<file path="src/rtl/fetch_pkg.sv">
// Shared types and constants for the instruction-fetch sequencer.
package fetch_pkg;

  typedef enum logic [1:0] {
    IDLE = 2'd0,
    RUN  = 2'd1,
    HALT = 2'd2
  } fetch_state_e;

  localparam logic [31:0] HALT_INST  = 32'hFFFF_FFFF;
  localparam logic [31:0] INST_BYTES = 32'd4;

  typedef struct packed {
    logic [31:0] code;
    logic [31:0] pc;
  } fetch_entry_t;

endpackage

</file>
<file path="src/rtl/fetch_ctrl_if.sv">
// Fetch-side bus: ROM read port, redirect input and decode-facing instruction stream.
interface fetch_ctrl_if import fetch_pkg::*; #(
  parameter int ADDR_W = 6
);

  logic              rom_en;
  logic [ADDR_W-1:0] rom_addr;
  logic [31:0]       rom_dout;
  logic              redirect;
  logic [31:0]       redirect_pc;
  // inst_* handshake: a word transfers on a rising edge where inst_valid && inst_ready;
  // inst_valid never depends on inst_ready, and code/pc hold while valid && !ready.
  logic              inst_valid;
  logic              inst_ready;
  logic [31:0]       inst_code;
  logic [31:0]       inst_pc;
  logic              halted;
  fetch_state_e      dbg_state;

  modport master (
    output rom_en, rom_addr, inst_valid, inst_code, inst_pc, halted, dbg_state,
    input  rom_dout, redirect, redirect_pc, inst_ready
  );

  modport slave (
    input  rom_en, rom_addr, inst_valid, inst_code, inst_pc, halted, dbg_state,
    output rom_dout, redirect, redirect_pc, inst_ready
  );

endinterface

</file>
<file path="src/rtl/fetch_skid_buf.sv">
// Two-entry ordered queue of fetched words; entry 0 is the output slot, entry 1 the skid slot.
module fetch_skid_buf import fetch_pkg::*; (
  input  logic         clk,
  input  logic         rst,
  input  logic         push,
  input  fetch_entry_t push_entry,
  input  logic         fire,
  input  logic         flush,
  output logic         out_valid,
  output fetch_entry_t out_entry,
  output logic [1:0]   count
);

  fetch_entry_t [1:0] ent_q, ent_d;
  logic [1:0]         cnt_q, cnt_d;

  always_comb begin
    ent_d = ent_q;
    cnt_d = cnt_q;
    if (flush) begin
      ent_d = '0;
      cnt_d = 2'd0;
    end else begin
      if (fire && (cnt_q != 2'd0)) begin
        ent_d[0] = ent_q[1];
        ent_d[1] = '0;
        cnt_d    = cnt_q - 2'd1;
      end
      // Pushing after the pop lets a returning word land directly in a slot being vacated.
      if (push && (cnt_d != 2'd2)) begin
        ent_d[cnt_d[0]] = push_entry;
        cnt_d           = cnt_d + 2'd1;
      end
    end
  end

  always_ff @(posedge clk) begin
    if (!rst) begin
      ent_q <= '0;
      cnt_q <= 2'd0;
    end else begin
      ent_q <= ent_d;
      cnt_q <= cnt_d;
    end
  end

  assign out_valid = (cnt_q != 2'd0);
  assign out_entry = ent_q[0];
  assign count     = cnt_q;

endmodule

</file>
<file path="src/rtl/fetch_ctrl.sv">
// Instruction-fetch sequencer: owns the PC, issues 1-cycle-latency ROM reads, queues words for decode.
// Optional halt-on-HALT_INST behaviour is enabled with `define FETCH_HALT_EN.
module fetch_ctrl import fetch_pkg::*; #(
  parameter int          ADDR_W   = 6,
  parameter logic [31:0] RESET_PC = 32'h0000_0000
) (
  input logic          clk,
  input logic          rst,
  fetch_ctrl_if.master bus
);

  fetch_state_e state_q, state_d;
  logic [31:0]  pc_q, pc_d;
  logic [31:0]  inflight_pc_q, inflight_pc_d;
  logic         inflight_q, inflight_d;

  logic         fire, issue, take_redirect, halt_hit, push, flush, out_valid;
  logic [1:0]   buf_cnt, occ_left;
  fetch_entry_t out_entry, push_entry;

  assign fire          = out_valid && bus.inst_ready;
  assign take_redirect = bus.redirect && (state_q != HALT);
  // Occupancy after this cycle's transfer; a new read is allowed only if it still fits.
  assign occ_left      = buf_cnt + {1'b0, inflight_q} - {1'b0, fire};

`ifdef FETCH_HALT_EN
  assign halt_hit = (state_q == RUN) && fire && (out_entry.code == HALT_INST);
`else
  assign halt_hit = 1'b0;
`endif

  // State register
  always_ff @(posedge clk) begin
    if (!rst) state_q <= IDLE;
    else      state_q <= state_d;
  end

  // Next-state logic
  always_comb begin
    state_d = state_q;
    case (state_q)
      IDLE:    state_d = RUN;
      RUN:     if (halt_hit) state_d = HALT;
      HALT:    state_d = HALT;
      default: state_d = IDLE;
    endcase
  end

  // Output logic
  always_comb begin
    issue = 1'b0;
    case (state_q)
      RUN:     issue = !bus.redirect && (occ_left < 2'd2);
      default: issue = 1'b0;
    endcase
  end

  // PC and in-flight tracking; the ROM answers the edge after issue, so a response
  // arriving alongside a redirect or halt is simply not pushed.
  always_comb begin
    pc_d          = pc_q;
    inflight_d    = issue;
    inflight_pc_d = inflight_pc_q;
    if (take_redirect) pc_d = {bus.redirect_pc[31:2], 2'b00};
    else if (issue)    pc_d = pc_q + INST_BYTES;
    if (issue)         inflight_pc_d = pc_q;
  end

  always_ff @(posedge clk) begin
    if (!rst) begin
      pc_q          <= {RESET_PC[31:2], 2'b00};
      inflight_q    <= 1'b0;
      inflight_pc_q <= 32'd0;
    end else begin
      pc_q          <= pc_d;
      inflight_q    <= inflight_d;
      inflight_pc_q <= inflight_pc_d;
    end
  end

  assign push       = inflight_q && (state_q == RUN) && !take_redirect && !halt_hit;
  assign flush      = take_redirect || halt_hit || (state_q == HALT);
  assign push_entry = '{code: bus.rom_dout, pc: inflight_pc_q};

  fetch_skid_buf u_skid (
    .clk        (clk),
    .rst        (rst),
    .push       (push),
    .push_entry (push_entry),
    .fire       (fire),
    .flush      (flush),
    .out_valid  (out_valid),
    .out_entry  (out_entry),
    .count      (buf_cnt)
  );

  assign bus.rom_en     = issue;
  assign bus.rom_addr   = pc_q[ADDR_W+1:2];
  assign bus.inst_valid = out_valid;
  assign bus.inst_code  = out_entry.code;
  assign bus.inst_pc    = out_entry.pc;
  assign bus.dbg_state  = state_q;
`ifdef FETCH_HALT_EN
  assign bus.halted     = (state_q == HALT);
`else
  assign bus.halted     = 1'b0;
`endif

endmodule

</file>
<file path="src/flat_wrapper.sv">
// flat-port wrapper written by rule: the top's interface ports become plain ports
module fetch_ctrl_flat import fetch_pkg::*;
#(
  parameter int          ADDR_W   = 6,
  parameter logic [31:0] RESET_PC = 32'h0000_0000
)
  (clk, rst, bus_rom_en, bus_rom_addr, bus_inst_valid, bus_inst_code, bus_inst_pc, bus_halted, bus_dbg_state, bus_rom_dout, bus_redirect, bus_redirect_pc, bus_inst_ready);
  fetch_ctrl_if #(.ADDR_W(ADDR_W)) bus_i ();
  input logic clk;
  input logic rst;
  output wire logic [$bits(bus_i.rom_en)-1:0] bus_rom_en;
  output wire logic [$bits(bus_i.rom_addr)-1:0] bus_rom_addr;
  output wire logic [$bits(bus_i.inst_valid)-1:0] bus_inst_valid;
  output wire logic [$bits(bus_i.inst_code)-1:0] bus_inst_code;
  output wire logic [$bits(bus_i.inst_pc)-1:0] bus_inst_pc;
  output wire logic [$bits(bus_i.halted)-1:0] bus_halted;
  output wire logic [$bits(bus_i.dbg_state)-1:0] bus_dbg_state;
  input wire logic [$bits(bus_i.rom_dout)-1:0] bus_rom_dout;
  input wire logic [$bits(bus_i.redirect)-1:0] bus_redirect;
  input wire logic [$bits(bus_i.redirect_pc)-1:0] bus_redirect_pc;
  input wire logic [$bits(bus_i.inst_ready)-1:0] bus_inst_ready;
  assign bus_rom_en = bus_i.rom_en;
  assign bus_rom_addr = bus_i.rom_addr;
  assign bus_inst_valid = bus_i.inst_valid;
  assign bus_inst_code = bus_i.inst_code;
  assign bus_inst_pc = bus_i.inst_pc;
  assign bus_halted = bus_i.halted;
  assign bus_dbg_state = bus_i.dbg_state;
  assign bus_i.rom_dout = bus_rom_dout;
  assign bus_i.redirect = bus_redirect;
  assign bus_i.redirect_pc = bus_redirect_pc;
  assign bus_i.inst_ready = bus_inst_ready;
  fetch_ctrl #(.ADDR_W(ADDR_W), .RESET_PC(RESET_PC)) u_core (.clk(clk), .rst(rst), .bus(bus_i));
endmodule
</file>
<file path="config.mk">
export PLATFORM = sky130hd
export DESIGN_NAME = fetch_ctrl_flat
export DESIGN_NICKNAME = d
export VERILOG_FILES = /design/src/rtl/fetch_pkg.sv /design/src/rtl/fetch_ctrl_if.sv /design/src/rtl/fetch_skid_buf.sv /design/src/rtl/fetch_ctrl.sv /design/src/flat_wrapper.sv
export SDC_FILE = /design/constraint.sdc
export NUM_CORES = 1
export LEC_CHECK = 0
export ABC_AREA = 0
export CORE_MARGIN = 2
export CORE_UTILIZATION = 53
export DETAILED_ROUTE_END_ITERATION = 8
export PLACE_DENSITY = 0.89
export REMOVE_ABC_BUFFERS = 1
export SLEW_MARGIN = 20
export SYNTH_ARGS = -nofsm -noshare
export SYNTH_HDL_FRONTEND = slang
export SYNTH_SLANG_ARGS = --single-unit
</file>
<file path="constraint.sdc">
create_clock -name clk -period 3.4 [get_ports clk]
set_input_delay 0.68 -clock clk [delete_from_list [all_inputs] [get_ports clk]]
set_output_delay 0.68 -clock clk [all_outputs]
set_load 0.05 [all_outputs]
</file>
# --- After elaboration in Yosys (flattened, before gate mapping) ---
# Cells that the tools add are included.
totals:
  word_cells: 52
  reg_bits: 197
  input_bits: 68
  output_inout_bits: 75
op_classes:
  reduce_logical: 16
  n_lt_le_gt_ge: 3
  mux: 13
  n_bitwise: 1
  eq_ne: 4
  add_sub_neg: 5
ops:
  columns: ["op", "count"]
  rows:
  - ["$mux W128", 3]
  - ["$bwmux W128", 1]
  - ["$demux W64 S1", 1]
  - ["$mux W32", 2]
  - ["$mux W64", 1]
  - ["$add A32 B3 Y32 const B", 1]
  - ["$logic_and A1 B1 Y1", 8]
  - ["$mux W2", 3]
  - ["$pmux W2 S3", 1]
  - ["$ne A2 B2 Y1 const B", 2]
  - ["$reduce_bool A2 Y1", 2]
  - ["$reduce_or A2 Y1", 2]
  - ["$add A2 B1 Y2", 1]
  - ["$add A2 B1 Y2 const B", 1]
  - ["$eq A2 B1 Y1 const B", 1]
  - ["$eq A2 B2 Y1 const B", 1]
  - ["$logic_not A1 Y1", 2]
  - ["$logic_not A2 Y1", 1]
  - ["$lt A1 B2 Y1 const B", 1]
  - ["$lt A2 B2 Y1 const B", 1]
  - ["$sub A2 B1 Y2", 1]
  - ["$sub A2 B1 Y2 const B", 1]
  - ["$ge A1 B1 Y1 const B", 1]
  - ["$logic_or A1 B1 Y1", 1]
  - ["other kinds (2)", 2]

# --- Longest topological paths before layout ---
logic_depth:
  ltp_word: 11
  depth_mapped: 15
  ltp_nobuf: 11

# --- Hierarchy ---
# Synthesis repeated with hierarchy kept, for this count alone.
hier_totals:
  hier_cells: 1026
  area_unflattened_um2: 8881.0
modules_own_cells:
  columns: ["mod", "cells_per_inst", "n_inst", "area_each_um2", "seq_area_each_um2"]
  rows:
  - ["fetch_skid_buf", 653, 1, 5943.2, 2602.5]
  - ["fetch_ctrl", 373, 1, 2937.8, 1261.2]

# --- Worst setup path before layout ---
# No wires, ideal clock.
synth_timing:
  kind: "in2out"
  start: "input port bus_inst_ready"
  end: "output port bus_rom_en"
  t_required_ps: 2720
  stages: 10
  arrival_ps: 2561
  setup_slack_ps: 159
  path_buffers: 3
  cell_sequence: "nand2b_1 -> buf_2 -> inv_2 -> clkbuf_1 -> ha_1 -> nor2b_1 -> xor2_1 -> nand2_2 -> inv_1 -> buf_2"
synth_between:
  elab_chain_cells: 5
synth_lines:
  columns: ["item", "line", "source"]
  rows:
  - ["start: declaration", "flat_wrapper.sv:21", "input wire logic [$bits(bus_i.inst_ready)-1:0] bus_inst_ready;"]
  - ["$logic_and A1 B1 Y1", "fetch_ctrl.sv:21", "assign fire = out_valid && bus.inst_ready;"]
  - ["$sub A2 B1 Y2", "fetch_ctrl.sv:24", "assign occ_left = buf_cnt + {1'b0, inflight_q} - {1'b0, fire};"]
  - ["$lt A2 B2 Y1", "fetch_ctrl.sv:53", "RUN: issue = !bus.redirect && (occ_left < 2'd2);"]
  - ["$logic_and A1 B1 Y1", "fetch_ctrl.sv:53", null]
  - ["$mux W1", "fetch_ctrl.sv:52", "case (state_q)"]
  - ["end: declaration", "flat_wrapper.sv:11", "output wire logic [$bits(bus_i.rom_en)-1:0] bus_rom_en;"]
# No other way between the ends.

# --- Worst setup path in the final report ---
# Ends and elaborated chain as after synthesis.

==> impl_metrics.ini <==
[die]
core-area_sq_um = 15770
fp.dieH_um = 130.5
initial_core_util_pct = 53.75
fp.dieW_um = 130.5
pin_count = 143
die-area_sq_um = 17020
rows = 46

[synth]
synth_top_area_cell = dfxtp_1
synth_area_leaders = dfxtp_1, nand2_1, a311oi_1
synth_cells = 1024
synth_top_area_share_pct = 45.58
synth_edf_count = 0
syn_avg_cell_area_sq_um = 8.278
syn_area_sq_um = 8477
ys_seq_area_share_pct = 45.58
synth_seq_cells = 193
yosys_warnings = 0
async_flop_share_pct = 0
synth_cell_types = 57
synthFlopType = dfxtp_1

[setup_path]
start_kind = input port
crit_chain = clkdlybuf4s50_1, nand2b_4, inv_2, ha_1, xnor2_1, xor2_2, nand2_2, inv_1, buf_12
crit_path_end_kind = output port
crit_path_max_fanout = 4
crit_type = input port to output port
cp_top_family = buffers and inverters
crit_buf_inv = 4
arrival_ns = 2.61
slowest_stage = clkdlybuf4s50_1
critPathMaxStageDelay_ns = 0.44
critPathRequiredTime_ns = 2.72

[power_and_ir_drop]
p_leak_nw = 3.432
pwr-share-clk_pct = 42.8
netSwitchingFraction_pct = 23.80
pwr-share-seq_pct = 49.0
intPower_w = 0.003667
p_sw_w = 0.001145
power_frac_comb_pct = 8.2
p_per_area_nw_per_um2 = 471.3
ir_drop_v = 0.0003286

[worst_hold_path]
hp-class = flop to flop

[global_route]
grt_first_pass_wirelength_mm = 33.69
grt_pass1_vias = 6916
grt_overflow = 0
antenna_found_initial = 0
grt_max_degree = 69
grtUsageTotal_pct = 24.73

[timing]
setup_violations = 0
hold_viol = 0
fin_skew_ns = 0.009315
worst_pin_slew_ns = 0.7673
fmax_mhz = 304.3
final_max_slew_viol_count = 0
max_slew_margin_pct = 48.85
period_needed_ns = 3.287
period_share_pct = 96.66
totalNegativeSetupSlack_ns = 0

[drt]
drt_iter0_drc = 735
wl_per_cell_um = 16.21
drt-met1-wl_mm = 9.265
wl_met3_mm = 1.544
top_layer = met4
via_count = 7427
dr_wl_met2_mm = 9.606
drc = 0
ant_nets = 0
vias_per_cell = 5.766
first_pass_iters = 5
totalWireLength_mm = 20.88

[job]
maxCapViolations = 0

[clocking]
cts_made_buffers = 17
h-tree-depth = 4
clk_pin_slew_ns = 0.07
postCtsHoldBufs = 0
clkLatencyLatePin_ns = 0.43
cts.sinks = 193
cts-root-buf = clkbuf_16
post-cts-setup-buffer-count = 0
clock_path_buffers = 2
cts_tree = built
cts_resized = 0

[place]
gp_congestion = 0.9429
placed_cell_area_sq_um = 9588
place_hpwl_mm = 13.63
portBuffers = 139

[layout]
n_antenna_cell = 0
area_growth_pct = 20.46
final_cell_mix = nand2_1, dfxtp_1, clkdlybuf4s50_1, nor2_1, a21oi_1
fin_area_sq_um = 10210
drive_gt1_share_pct = 6.716
final_nets = 1132
mostFrequentLayoutCell = nand2_1

[status]
status = complete, no violations
## kinds of logic (layout without fill, tap and decap cells)
kind of cell | count (synthesis) | count (layout) | synth area share [%]
xor+xnor | 19 | 19 | 1.963
flops | 193 | 193 | 45.58
buf+inv | 165 | 213 | 11.23
compound gates | 233 | 233 | 19.75
mux | 1 | 1 | 0.1181
simple gates | 408 | 408 | 20.72
other cells | 1 | 1 | 0.04424
fa+ha+maj | 4 | 4 | 0.5904
## cell type report
type                    instances  area [sq um]
flip-flops and latches        193          3864
clock inverters                12         160.2
inverters                      15         56.30
fillers                      1309          5559
multi-input cells             666          3696
repair buffers                167          1712
clock buffers                  19         452.9
well taps                     216         270.3
## worst reg2reg max path: stages, from the launching register on
cell and delay (ns):
dfxtp_1 0.35, inv_1 0.10, ha_1 0.19, nand2b_4 0.14, inv_2 0.05, ha_1 0.19, xnor2_1 0.39, xnor2_1 0.14
buf_4 0.21, o21ai_1 0.38, buf_4 0.22, a21oi_1 0.08, nor3_1 0.24
## metrics by stage
| stage | hold WS (ns) | instances | util [%] | total power, W | worst slack [ns] |
|---|---|---|---|---|---|
| 2_1_floorplan | 0.4296 | 874 | - | 0.002588 | -2.691 |
| 5_1_grt | 0.4762 | 1288 | 64.75 | 0.004962 | -0.05366 |
| 3_3_place_gp | 0.4414 | 1257 | 60.80 | 0.002787 | 0.1822 |
| 6_report | 0.4668 | 1288 | 64.75 | 0.004813 | 0.1135 |
| 4_1_cts | 0.4651 | 1288 | 64.69 | 0.004834 | 0.06663 |
| 3_5_place_dp | 0.4476 | 1257 | 60.80 | 0.002795 | 0.1474 |
## flip-flops by register name (all words and copies together), names as in the netlist
name                     cells
u_core.u_skid.out_entry     64
u_core.u_skid.ent_q         64
u_core.pc_q                 30
u_core.bus.dbg_state         2
u_core.inflight_q            1
u_core.u_skid.count          2
u_core.inflight_pc_q        30
## synthesized netlist by cell type (2+ instances only)
| library cell | number |
|---|---|
| nand2_1 | 235 |
| dfxtp_1 | 193 |
| nor2_1 | 77 |
| buf_4 | 72 |
| a21oi_1 | 70 |
| a311oi_1 | 62 |
| clkbuf_1 | 56 |
| a22o_1 | 42 |
| nand3_1 | 36 |
| o21ai_0 | 19 |
| xnor2_1 | 17 |
| buf_2 | 14 |
| inv_1 | 13 |
| nor4_1 | 11 |
| nor3_1 | 9 |
| nand4_1 | 8 |
| a211oi_1 | 6 |
| a2bb2oi_1 | 6 |
| buf_6 | 6 |
| o22ai_1 | 6 |
| and2_1 | 5 |
| and3_1 | 5 |
| and4_1 | 4 |
| ha_1 | 4 |
| o31ai_1 | 4 |
| a221oi_1 | 3 |
| a31oi_1 | 3 |
| nand2b_1 | 3 |
| a21boi_0 | 2 |
| buf_1 | 2 |
| nand2_2 | 2 |
| o2111a_1 | 2 |
| o31a_1 | 2 |
| xor2_1 | 2 |
## metal layers
| metal | vias to the layer above | track usage (%) |
|---|---|---|
| met4 | 0 | 10.64 |
| met1 | 3474 | 32.64 |
| met2 | 341 | 39.57 |
| met5 | - | 0 |
| met3 | 35 | 5.212 |
| li1 | 3577 | - |
## worst paths after layout
check                           slack (ns)                                   to  depth (start not counted)                                 from
worst max register to register        0.65          u_core.pc_q[6]$_SDFFE_PN0P_                         12    u_core.u_skid.count[0]$_SDFF_PP0_
worst min-delay path                  0.47  u_core.u_skid.ent_q[112]$_SDFF_PP0_                          2  u_core.u_skid.ent_q[112]$_SDFF_PP0_
worst max-delay path                  0.11                           bus_rom_en                          9                       bus_inst_ready
worst min register to register        0.47  u_core.u_skid.ent_q[112]$_SDFF_PP0_                          2  u_core.u_skid.ent_q[112]$_SDFF_PP0_
## power by group through the flow
stage	clock, W	sequential [W]	combinational [W]
final	0.00206	0.00236	0.000395
after global routing	0.00218	0.00236	0.000422
after CTS	0.00209	0.00236	0.000392
after detailed placement	0	0.00241	0.000388
after global placement	0	0.00241	0.000382
after floorplan	0	0.00244	0.000151
No activity file was read; power rests on OpenSTA's default activity.
